**src/rtl/mix_freq_nch.sv**
```systemverilog
// N-channel IQ down-mixer: one shared 2-stage multiplier walks CH channels x {I,Q} per input beat,
// decimates, streams IQ results and keeps snapshot-and-clear accumulators. Saturating outputs: MIX_FREQ_NCH_SAT_EN.
module mix_freq_nch #(
  parameter int DW    = 16,
  parameter int CH    = 2,
  parameter int ACC_W = 40,
  parameter int CW    = (CH > 1) ? $clog2(CH) : 1
) (
  input  logic                      clk1,
  input  logic                      rst_n,
  input  logic                      pcm_in_valid,
  output logic                      pcm_in_ready,
  input  logic [CH*DW-1:0]          pcm_in,
  input  logic [DW-1:0]             lo_i,
  input  logic [DW-1:0]             lo_q,
  output logic                      lo_next,
  output logic                      iq_out_valid,
  input  logic                      iq_out_ready,
  output logic [CW-1:0]             iq_out_ch,
  output logic [DW-1:0]             iq_out_i,
  output logic [DW-1:0]             iq_out_q,
  input  logic                      acc_snap,
  output logic [CH*(ACC_W-8)-1:0]   acc_i_out,
  output logic [CH*(ACC_W-8)-1:0]   acc_q_out,
  input  logic [4:0]                pcm_out_shift,
  input  logic [4:0]                acc_shift,
  input  logic [7:0]                dec_rate,
  input  logic                      resync
);

  localparam int SLOTS = 2 * CH;
  localparam int SW    = $clog2(SLOTS);
  localparam int PW    = 2 * DW;
  localparam int AOW   = ACC_W - 8;

  typedef enum logic [1:0] {S_IDLE, S_MUL, S_DRAIN, S_EMIT} state_t;

  state_t r_state, w_next;

  logic [CH*DW-1:0]          r_pcm;
  logic [DW-1:0]             r_lo_i, r_lo_q;
  logic                      r_hit;
  logic [7:0]                r_dec_cnt;
  logic [SW-1:0]             r_slot;
  logic                      r_drain;
  logic                      r_rdy_en;

  logic                      r_p1_vld, r_p2_vld;
  logic [SW-1:0]             r_p1_slot, r_p2_slot;
  logic signed [DW-1:0]      r_p1_a, r_p1_b;
  logic signed [PW-1:0]      r_p2_prod;

  logic [DW-1:0]             r_res_i [CH];
  logic [DW-1:0]             r_res_q [CH];
  logic signed [ACC_W-1:0]   r_acc_i [CH];
  logic signed [ACC_W-1:0]   r_acc_q [CH];
  logic [AOW-1:0]            r_snap_i [CH];
  logic [AOW-1:0]            r_snap_q [CH];

  logic                      r_out_valid;
  logic [CW-1:0]             r_out_ch;
  logic [DW-1:0]             r_out_i, r_out_q;

  logic                      w_hs;
  logic                      w_out_hs;
  logic                      w_last_ch;
  logic [CW-1:0]             w_nxt_ch;
  logic signed [DW-1:0]      w_op_a, w_op_b;
  logic signed [PW-1:0]      w_p_acc;
  logic signed [ACC_W-1:0]   w_addend;
  logic [DW-1:0]             w_out_val;
`ifdef MIX_FREQ_NCH_SAT_EN
  logic signed [PW-1:0]      w_p_out;
`endif

  assign pcm_in_ready = (r_state == S_IDLE) && r_rdy_en && !resync;
  assign w_hs         = pcm_in_valid && pcm_in_ready;
  assign lo_next      = w_hs;
  assign w_out_hs     = r_out_valid && iq_out_ready;
  assign w_last_ch    = (r_out_ch == CW'(CH - 1));
  assign w_nxt_ch     = r_out_ch + 1'b1;

  assign iq_out_valid = r_out_valid;
  assign iq_out_ch    = r_out_ch;
  assign iq_out_i     = r_out_i;
  assign iq_out_q     = r_out_q;

  always_ff @(posedge clk1 or negedge rst_n) begin
    if (!rst_n)      r_state <= S_IDLE;
    else if (resync) r_state <= S_IDLE;
    else             r_state <= w_next;
  end

  always_comb begin
    w_next = r_state;
    case (r_state)
      S_IDLE:  if (w_hs) w_next = S_MUL;
      S_MUL:   if (r_slot == SW'(SLOTS - 1)) w_next = S_DRAIN;
      S_DRAIN: if (r_drain) w_next = r_hit ? S_EMIT : S_IDLE;
      S_EMIT:  if (w_out_hs && w_last_ch) w_next = S_IDLE;
      default: w_next = S_IDLE;
    endcase
  end

  // Beat capture, decimation decision and slot sequencing.
  always_ff @(posedge clk1 or negedge rst_n) begin
    if (!rst_n) begin
      r_pcm     <= '0;
      r_lo_i    <= '0;
      r_lo_q    <= '0;
      r_hit     <= 1'b0;
      r_dec_cnt <= '0;
      r_slot    <= '0;
      r_drain   <= 1'b0;
      r_rdy_en  <= 1'b0;
    end else if (resync) begin
      r_hit     <= 1'b0;
      r_dec_cnt <= '0;
      r_slot    <= '0;
      r_drain   <= 1'b0;
      r_rdy_en  <= 1'b0;
    end else begin
      r_rdy_en <= 1'b1;
      if (w_hs) begin
        r_pcm  <= pcm_in;
        r_lo_i <= lo_i;
        r_lo_q <= lo_q;
        // A counter left above a freshly lowered dec_rate counts as a hit.
        if (r_dec_cnt >= dec_rate) begin
          r_hit     <= 1'b1;
          r_dec_cnt <= '0;
        end else begin
          r_hit     <= 1'b0;
          r_dec_cnt <= r_dec_cnt + 8'd1;
        end
      end
      r_slot  <= (r_state == S_MUL) ? r_slot + 1'b1 : '0;
      r_drain <= (r_state == S_DRAIN) ? !r_drain : 1'b0;
    end
  end

  always_comb begin
    w_op_a = '0;
    for (int unsigned k = 0; k < CH; k++) begin
      if ((32'(r_slot) >> 1) == k) w_op_a = r_pcm[k*DW +: DW];
    end
    w_op_b = r_slot[0] ? r_lo_q : r_lo_i;
  end

  always_ff @(posedge clk1 or negedge rst_n) begin
    if (!rst_n) begin
      r_p1_vld  <= 1'b0;
      r_p1_slot <= '0;
      r_p1_a    <= '0;
      r_p1_b    <= '0;
      r_p2_vld  <= 1'b0;
      r_p2_slot <= '0;
      r_p2_prod <= '0;
    end else if (resync) begin
      r_p1_vld  <= 1'b0;
      r_p2_vld  <= 1'b0;
    end else begin
      r_p1_vld  <= (r_state == S_MUL);
      r_p1_slot <= r_slot;
      r_p1_a    <= w_op_a;
      r_p1_b    <= w_op_b;
      r_p2_vld  <= r_p1_vld;
      r_p2_slot <= r_p1_slot;
      r_p2_prod <= PW'(r_p1_a) * PW'(r_p1_b);
    end
  end

  always_comb begin
    w_p_acc  = r_p2_prod >>> acc_shift;
    w_addend = ACC_W'(w_p_acc);
`ifdef MIX_FREQ_NCH_SAT_EN
    w_p_out = r_p2_prod >>> pcm_out_shift;
    if (w_p_out[PW-1:DW-1] == '0 || w_p_out[PW-1:DW-1] == '1)
      w_out_val = w_p_out[DW-1:0];
    else if (w_p_out[PW-1])
      w_out_val = {1'b1, {(DW-1){1'b0}}};
    else
      w_out_val = {1'b0, {(DW-1){1'b1}}};
`else
    w_out_val = DW'(r_p2_prod >>> pcm_out_shift);
`endif
  end

  // On a snapshot coinciding with an add, the add seeds the cleared accumulator.
  always_ff @(posedge clk1 or negedge rst_n) begin
    if (!rst_n) begin
      for (int unsigned k = 0; k < CH; k++) begin
        r_res_i[k]  <= '0;
        r_res_q[k]  <= '0;
        r_acc_i[k]  <= '0;
        r_acc_q[k]  <= '0;
        r_snap_i[k] <= '0;
        r_snap_q[k] <= '0;
      end
    end else if (resync) begin
      for (int unsigned k = 0; k < CH; k++) begin
        r_acc_i[k]  <= '0;
        r_acc_q[k]  <= '0;
        r_snap_i[k] <= '0;
        r_snap_q[k] <= '0;
      end
    end else begin
      for (int unsigned k = 0; k < CH; k++) begin
        logic w_sel, w_add_i, w_add_q;
        w_sel   = r_p2_vld && ((32'(r_p2_slot) >> 1) == k);
        w_add_i = w_sel && !r_p2_slot[0];
        w_add_q = w_sel &&  r_p2_slot[0];
        if (w_add_i) r_res_i[k] <= w_out_val;
        if (w_add_q) r_res_q[k] <= w_out_val;
        if (acc_snap) begin
          r_snap_i[k] <= r_acc_i[k][ACC_W-1:8];
          r_snap_q[k] <= r_acc_q[k][ACC_W-1:8];
          r_acc_i[k]  <= w_add_i ? w_addend : '0;
          r_acc_q[k]  <= w_add_q ? w_addend : '0;
        end else begin
          if (w_add_i) r_acc_i[k] <= r_acc_i[k] + w_addend;
          if (w_add_q) r_acc_q[k] <= r_acc_q[k] + w_addend;
        end
      end
    end
  end

  always_comb begin
    acc_i_out = '0;
    acc_q_out = '0;
    for (int unsigned k = 0; k < CH; k++) begin
      acc_i_out[k*AOW +: AOW] = r_snap_i[k];
      acc_q_out[k*AOW +: AOW] = r_snap_q[k];
    end
  end

  // EMIT is always entered with the output idle, so an idle output there means "load channel 0".
  always_ff @(posedge clk1 or negedge rst_n) begin
    if (!rst_n) begin
      r_out_valid <= 1'b0;
      r_out_ch    <= '0;
      r_out_i     <= '0;
      r_out_q     <= '0;
    end else if (resync) begin
      r_out_valid <= 1'b0;
      r_out_ch    <= '0;
      r_out_i     <= '0;
      r_out_q     <= '0;
    end else if (r_state == S_EMIT) begin
      if (!r_out_valid) begin
        r_out_valid <= 1'b1;
        r_out_ch    <= '0;
        r_out_i     <= r_res_i[0];
        r_out_q     <= r_res_q[0];
      end else if (iq_out_ready) begin
        if (w_last_ch) begin
          r_out_valid <= 1'b0;
        end else begin
          r_out_ch <= w_nxt_ch;
          r_out_i  <= r_res_i[w_nxt_ch];
          r_out_q  <= r_res_q[w_nxt_ch];
        end
      end
    end
  end

endmodule

```
**config.mk**
```make
export PLATFORM = sky130hd
export DESIGN_NAME = mix_freq_nch
export DESIGN_NICKNAME = d
export VERILOG_FILES = /design/src/rtl/mix_freq_nch.sv
export SDC_FILE = /design/constraint.sdc
export NUM_CORES = 2
export LEC_CHECK = 0
export CORE_MARGIN = 10
export CORE_UTILIZATION = 39
export DETAILED_ROUTE_END_ITERATION = 16
export DONT_BUFFER_PORTS = 1
export GPL_TIMING_DRIVEN = 1
export SLEW_MARGIN = 0
export SYNTH_ARGS = -nofsm -noshare
export SYNTH_HDL_FRONTEND = slang
export SYNTH_SLANG_ARGS = --single-unit
```
**constraint.sdc**
```tcl
create_clock -name clk1 -period 7.12 [get_ports clk1]
set_input_delay 0.712 -clock clk1 [delete_from_list [all_inputs] [get_ports clk1]]
set_output_delay 0.712 -clock clk1 [all_outputs]
set_load 0.1 [all_outputs]
```
# Word-level counts from Yosys, hierarchy flattened
# Index checks and enable logic that the tools add are counted.
# op_classes
n_shift	2
n_bitwise	2
n_reduce_logical	32
n_eq_ne	10
n_lt_le_gt_ge	2
mul	1
add_sub_neg	7
mux	69
# op_table
operator	count
two-way mux 40 bit	12
two-way mux 16 bit	19
adder 40 x 32 -> 40 bit	4
two-way mux 80 bit	2
two-way mux 32 bit	4
two-way mux 64 bit	2
zero test 32 bit	2
multiplier 16 x 16 -> 32 bit	1
>>> shifter 32 x 5 -> 16 bit	1
>>> shifter 32 x 5 -> 32 bit	1
two-way mux 8 bit	3
two-way mux 1 bit	18
inequality test 3 bit, second input constant	6
two-way mux 2 bit	8
AND reduction 2 bit	6
nonzero test 3 bit	4
logical AND 1 bit	11
adder 8 x 1 -> 8 bit, second input constant	1
>= comparator 8 bit	1
case mux 2 bit (4 select lines)	1
== test 2 bit, second input constant	3
nonzero test 2 bit	3
AND reduction 4 bit	1
zero test 1 bit	3
other kinds (8)	8
# word_totals
ff_bits	535
elab_cells	157

# Logic depth before layout (Yosys ltp)
# depth
depth_word	10
ltp_mapped	25

# Least setup slack after synthesis
# OpenSTA, ideal clock, no wires.
# synth_timing
path_type	input to output
from	input port resync
to	output port lo_next
n_path_buf	2
t_arrival_ns	5.791
setup_slack_ns	0.617
path_stages	5
required_ns	6.408
cell_sequence	clkbuf_1 nor4b_1 nand2_1 inv_1 clkbuf_1
# synth_between
elab_chain_cells	3
# synth_rtl
item	line_no	text
from (decl)	28	input logic resync
zero test 1 bit	76	assign pcm_in_ready = (r_state == S_IDLE) && r_rdy_en && !resync;
logical AND 1 bit	76	
via pcm_in_ready	12	output logic pcm_in_ready,
logical AND 1 bit	77	assign w_hs = pcm_in_valid && pcm_in_ready;
to (decl)	16	output logic lo_next,
# The timed path passes the listed nets, and every way through them passes these cells.

# Worst setup path in the final report
# layout_timing
from	register r_p1_b[5]
to	register r_p2_prod[31]
# layout_between
elab_chain_cells	1
# layout_rtl
item	line_no	text
from (decl)	50	logic signed [DW-1:0] r_p1_a, r_p1_b;
from (signal assigned)	166	r_p1_b <= w_op_b;
multiplier 16 x 16 -> 32 bit	169	r_p2_prod <= PW'(r_p1_a) * PW'(r_p1_b);
to (signal assigned)	169	
to (decl)	51	logic signed [PW-1:0] r_p2_prod;
# Every way passes these cells.
# A chain may end at the register's enable or synchronous reset.

==> flow_metrics.env <==
export IMPL_status="finished, violations left"
export IMPL_violations="hold timing, slew limit"
export IMPL_worst_hold_slack_ps=-179.7
export IMPL_htree_levels=3
export IMPL_yosysTopAreaCell="dfrtp_1"
export IMPL_via_per_inst=5.431
export IMPL_setup_violations=0
export IMPL_crit_cells=23
export IMPL_slew_viol_final=258
export IMPL_clk_pin_slew_ps=60
export IMPL_num_vias=32230
export IMPL_cp_num_buf_inv=4
export IMPL_period_needed_ps=6671
export IMPL_worstRegToRegCells=23
export IMPL_syn_to_final_growth_pct=9.019
export IMPL_die_width_um=348.7
export IMPL_p_leak_nw=22.61
export IMPL_grt_overflow=0
export IMPL_cp_slowest_cell="dfrtp_1"
export IMPL_pre_cts_slack_ps=310.2
export IMPL_grt_pass1_wl_mm=189.6
export IMPL_grt_pass1_vias=32240
export IMPL_synth_flop_cell="dfrtp_1"
export IMPL_ys_seq_elements=535
export IMPL_arrival_ps=7170
export IMPL_synth_nets=5188
export IMPL_clock_fmax_mhz=149.9
export IMPL_drtIter0Drc=2307
export IMPL_cp_max_fo=17
export IMPL_dr_pass1_iters=8
export IMPL_syn_cell_area_sq_um=42150
export IMPL_die_y_um=348.7
export IMPL_crit_path_end_kind="register"
export IMPL_required_ps=7620
export IMPL_worstMarginPinSlew_ps=2246
export IMPL_root_buffer="clkbuf_16"
export IMPL_setup_ws_ps=448.7
export IMPL_track_usage_pct=19.61
export IMPL_io_buffers=0
export IMPL_cts_made_buffers=66
export IMPL_rsz0062_at_grt="false"
export IMPL_drc=0
export IMPL_finalHoldViolCount=211
export IMPL_clock_sinks=535
export IMPL_design_portCount=252
export IMPL_fin_crit_sh_pct=93.70
export IMPL_num_rows=120
export IMPL_powerDensity_nw_per_um2=485.0
export IMPL_synth_edff_count=0
export IMPL_hold_path_class="in2async"
export IMPL_critical_path_max_stage_delay_ps=570
export IMPL_synth_top_cell_area_share_pct=31.77
export IMPL_peakVddDrop_uv=570.3
export IMPL_gp_congestion=0.9256
export IMPL_antenna_found_initial=0
export IMPL_ys_seq_area_share_pct=31.77
export IMPL_core_area_sq_um=107200
export IMPL_yosysMostFrequentCell="nand2_1"
export IMPL_drt_total_wl_mm=120.7
export IMPL_ys_types=81
export IMPL_postCtsSetupRepairBufs=0
export IMPL_clock_path_buffers=3
export IMPL_dp_hpwl_mm=88.23
export IMPL_crit_chain="and2_1 -> fa_1 -> inv_1 -> fa_1 -> fa_1 -> inv_1 -> fa_1 -> fa_1 -> inv_1 -> fa_1 -> inv_1 -> ha_1 -> a2111oi_0 -> o21ai_0 -> o21ai_0 -> o211ai_1 -> a21oi_1 -> a21oi_1 -> a31oi_1 -> o21bai_1 -> a21oi_1 -> xnor2_1 -> mux2_2"
export IMPL_maxSlewHeadroom_pct=-49.72
export IMPL_clk_latency_ps=640
export IMPL_ant_nets=0
export IMPL_tritoncts="built"
export IMPL_yosys_top_cells_area="dfrtp_1, fa_1, ha_1"
export IMPL_cp_top_family="adder cells"
export IMPL_drv_cap=0
export IMPL_antenna_cells=0
export IMPL_avgSynthCellArea_sq_um=9.190
export IMPL_initial_utilization_pct=39.31
export IMPL_wire_per_inst_um=20.33
export IMPL_synthArstFlopShare_pct=100.0
export IMPL_die_area_sq_um=121600
export IMPL_path_common_cell="fa_1"
export IMPL_synth_common_cells="nand2_1, dfrtp_1, o21ai_0"
export IMPL_fin_setup_tns_ps=0
export IMPL_nNetsFinal=5082
export IMPL_grt_max_degree=536
export IMPL_fin_skew_ps=26.48
export IMPL_yosys_warnings=0
export IMPL_crit_type="reg2reg"
export IMPL_drive_gt1_share_pct=6.575
export IMPL_critPathLaunchType="register"
export IMPL_synthCells=4586
power breakdown:
part	internal, mW	switching, mW
registers	3.53	0.958
clock network	2.23	1.42
logic	6.07	8.07
total	11.8	10.5
layout by cell type (no fill, tap or decap), types with 32 or more instances in the layout:
master,count
nand2_1,706
dfrtp_1,518
o21ai_0,369
inv_1,350
nor2_1,297
fa_1,266
mux2i_1,251
ha_1,248
a21oi_1,236
and2_1,141
a21o_1,112
a22o_1,100
xnor2_1,94
xor2_1,82
clkbuf_16,68
buf_4,55
o31ai_1,47
mux2_2,40
nand3_1,33
o211ai_1,32
flip-flops by register name, summed over array words and instances, names as in the netlist, 8 cells and up:
| name | cells |
|---|---|
| r_lo_i | 16 |
| r_res_i | 32 |
| r_pcm | 32 |
| r_acc_q | 80 |
| r_p2_prod | 32 |
| acc_q_out | 64 |
| acc_i_out | 64 |
| r_res_q | 32 |
| r_lo_q | 16 |
| iq_out_i | 16 |
| r_dec_cnt | 8 |
| r_acc_i | 80 |
| r_p1_b | 16 |
| iq_out_q | 16 |
| r_p1_a | 16 |
logic make-up after synthesis:
| logic type | after synthesis | share of synthesized area (%) |
|---|---|---|
| and+or+nand+nor | 1337 | 13.79 |
| AOI/OAI and AO/OA | 1120 | 17.03 |
| buffers and inverters | 585 | 5.234 |
| DFF | 535 | 31.77 |
| adders and majority gates | 514 | 20.00 |
| muxes | 319 | 8.526 |
| xor gates and xnor gates | 176 | 3.658 |
path summary, 6_finish.rpt:
check                                end  slack, ps       from
hold / removal             acc_i_out[44]       -180      rst_n
min in group clk1              r_lo_i[6]        190    lo_i[6]
hold reg to reg                  r_drain        440    r_drain
max in group asynchronous      r_p1_b[7]       5380      rst_n
setup reg to reg           r_p2_prod[31]        450  r_p1_b[5]
setup / recovery           r_p2_prod[31]        450  r_p1_b[5]
worst register-to-register path, cell delays in order, from the launching register on:
cell and delay [ps]:
dfrtp_1 570, and2_1 260, fa_1 500, inv_1 50
fa_1 460, fa_1 520, inv_1 60, fa_1 490
fa_1 500, inv_1 50, fa_1 480, inv_1 40
ha_1 350, a2111oi_0 480, o21ai_0 160, o21ai_0 110
o211ai_1 180, a21oi_1 280, a21oi_1 140, a31oi_1 260
o21bai_1 90, a21oi_1 170, xnor2_1 80, mux2_2 270
layout make-up:
cell class                 instances  area [sq um]
fill                           10530         61260
timing repair buffer              56         437.9
clock inverter                    29         446.7
multi-input combinational       3466         26650
clock buffer                      91          1917
inverter                         355          1334
tap                             1403          1755
sequential                       535         13410
metal layers:
metal	global-route usage (%)	routed length [um]	vias up
li1	-	-	15500
met3	3.609	6735	186
met4	6.846	4139	0
met5	0	0	-
met1	25.66	53090	15830
met2	32.33	56690	720
repair_timing:
item / CTS / global route
endpoints found under the setup margin: 0 / 2
endpoints found under the hold margin: 535 / 336
gates resized for setup: 0 / 17
metrics by stage:
stage               area (sq um)  std cells  utilization, %  total power [mW]  hold WS, ps
finish                     45950       5935           42.86             22.28       -179.7
CTS                        45920       5935           42.84             22.42       -238.9
floorplan                  42150       4586               -             15.13        416.4
detailed placement         43560       5815           40.63             18.63        439.3
global route               45950       5935           42.86             24.72       -218.0
global placement           43560       5815           40.63             18.45        435.5
(Power assumes the default switching activity.)
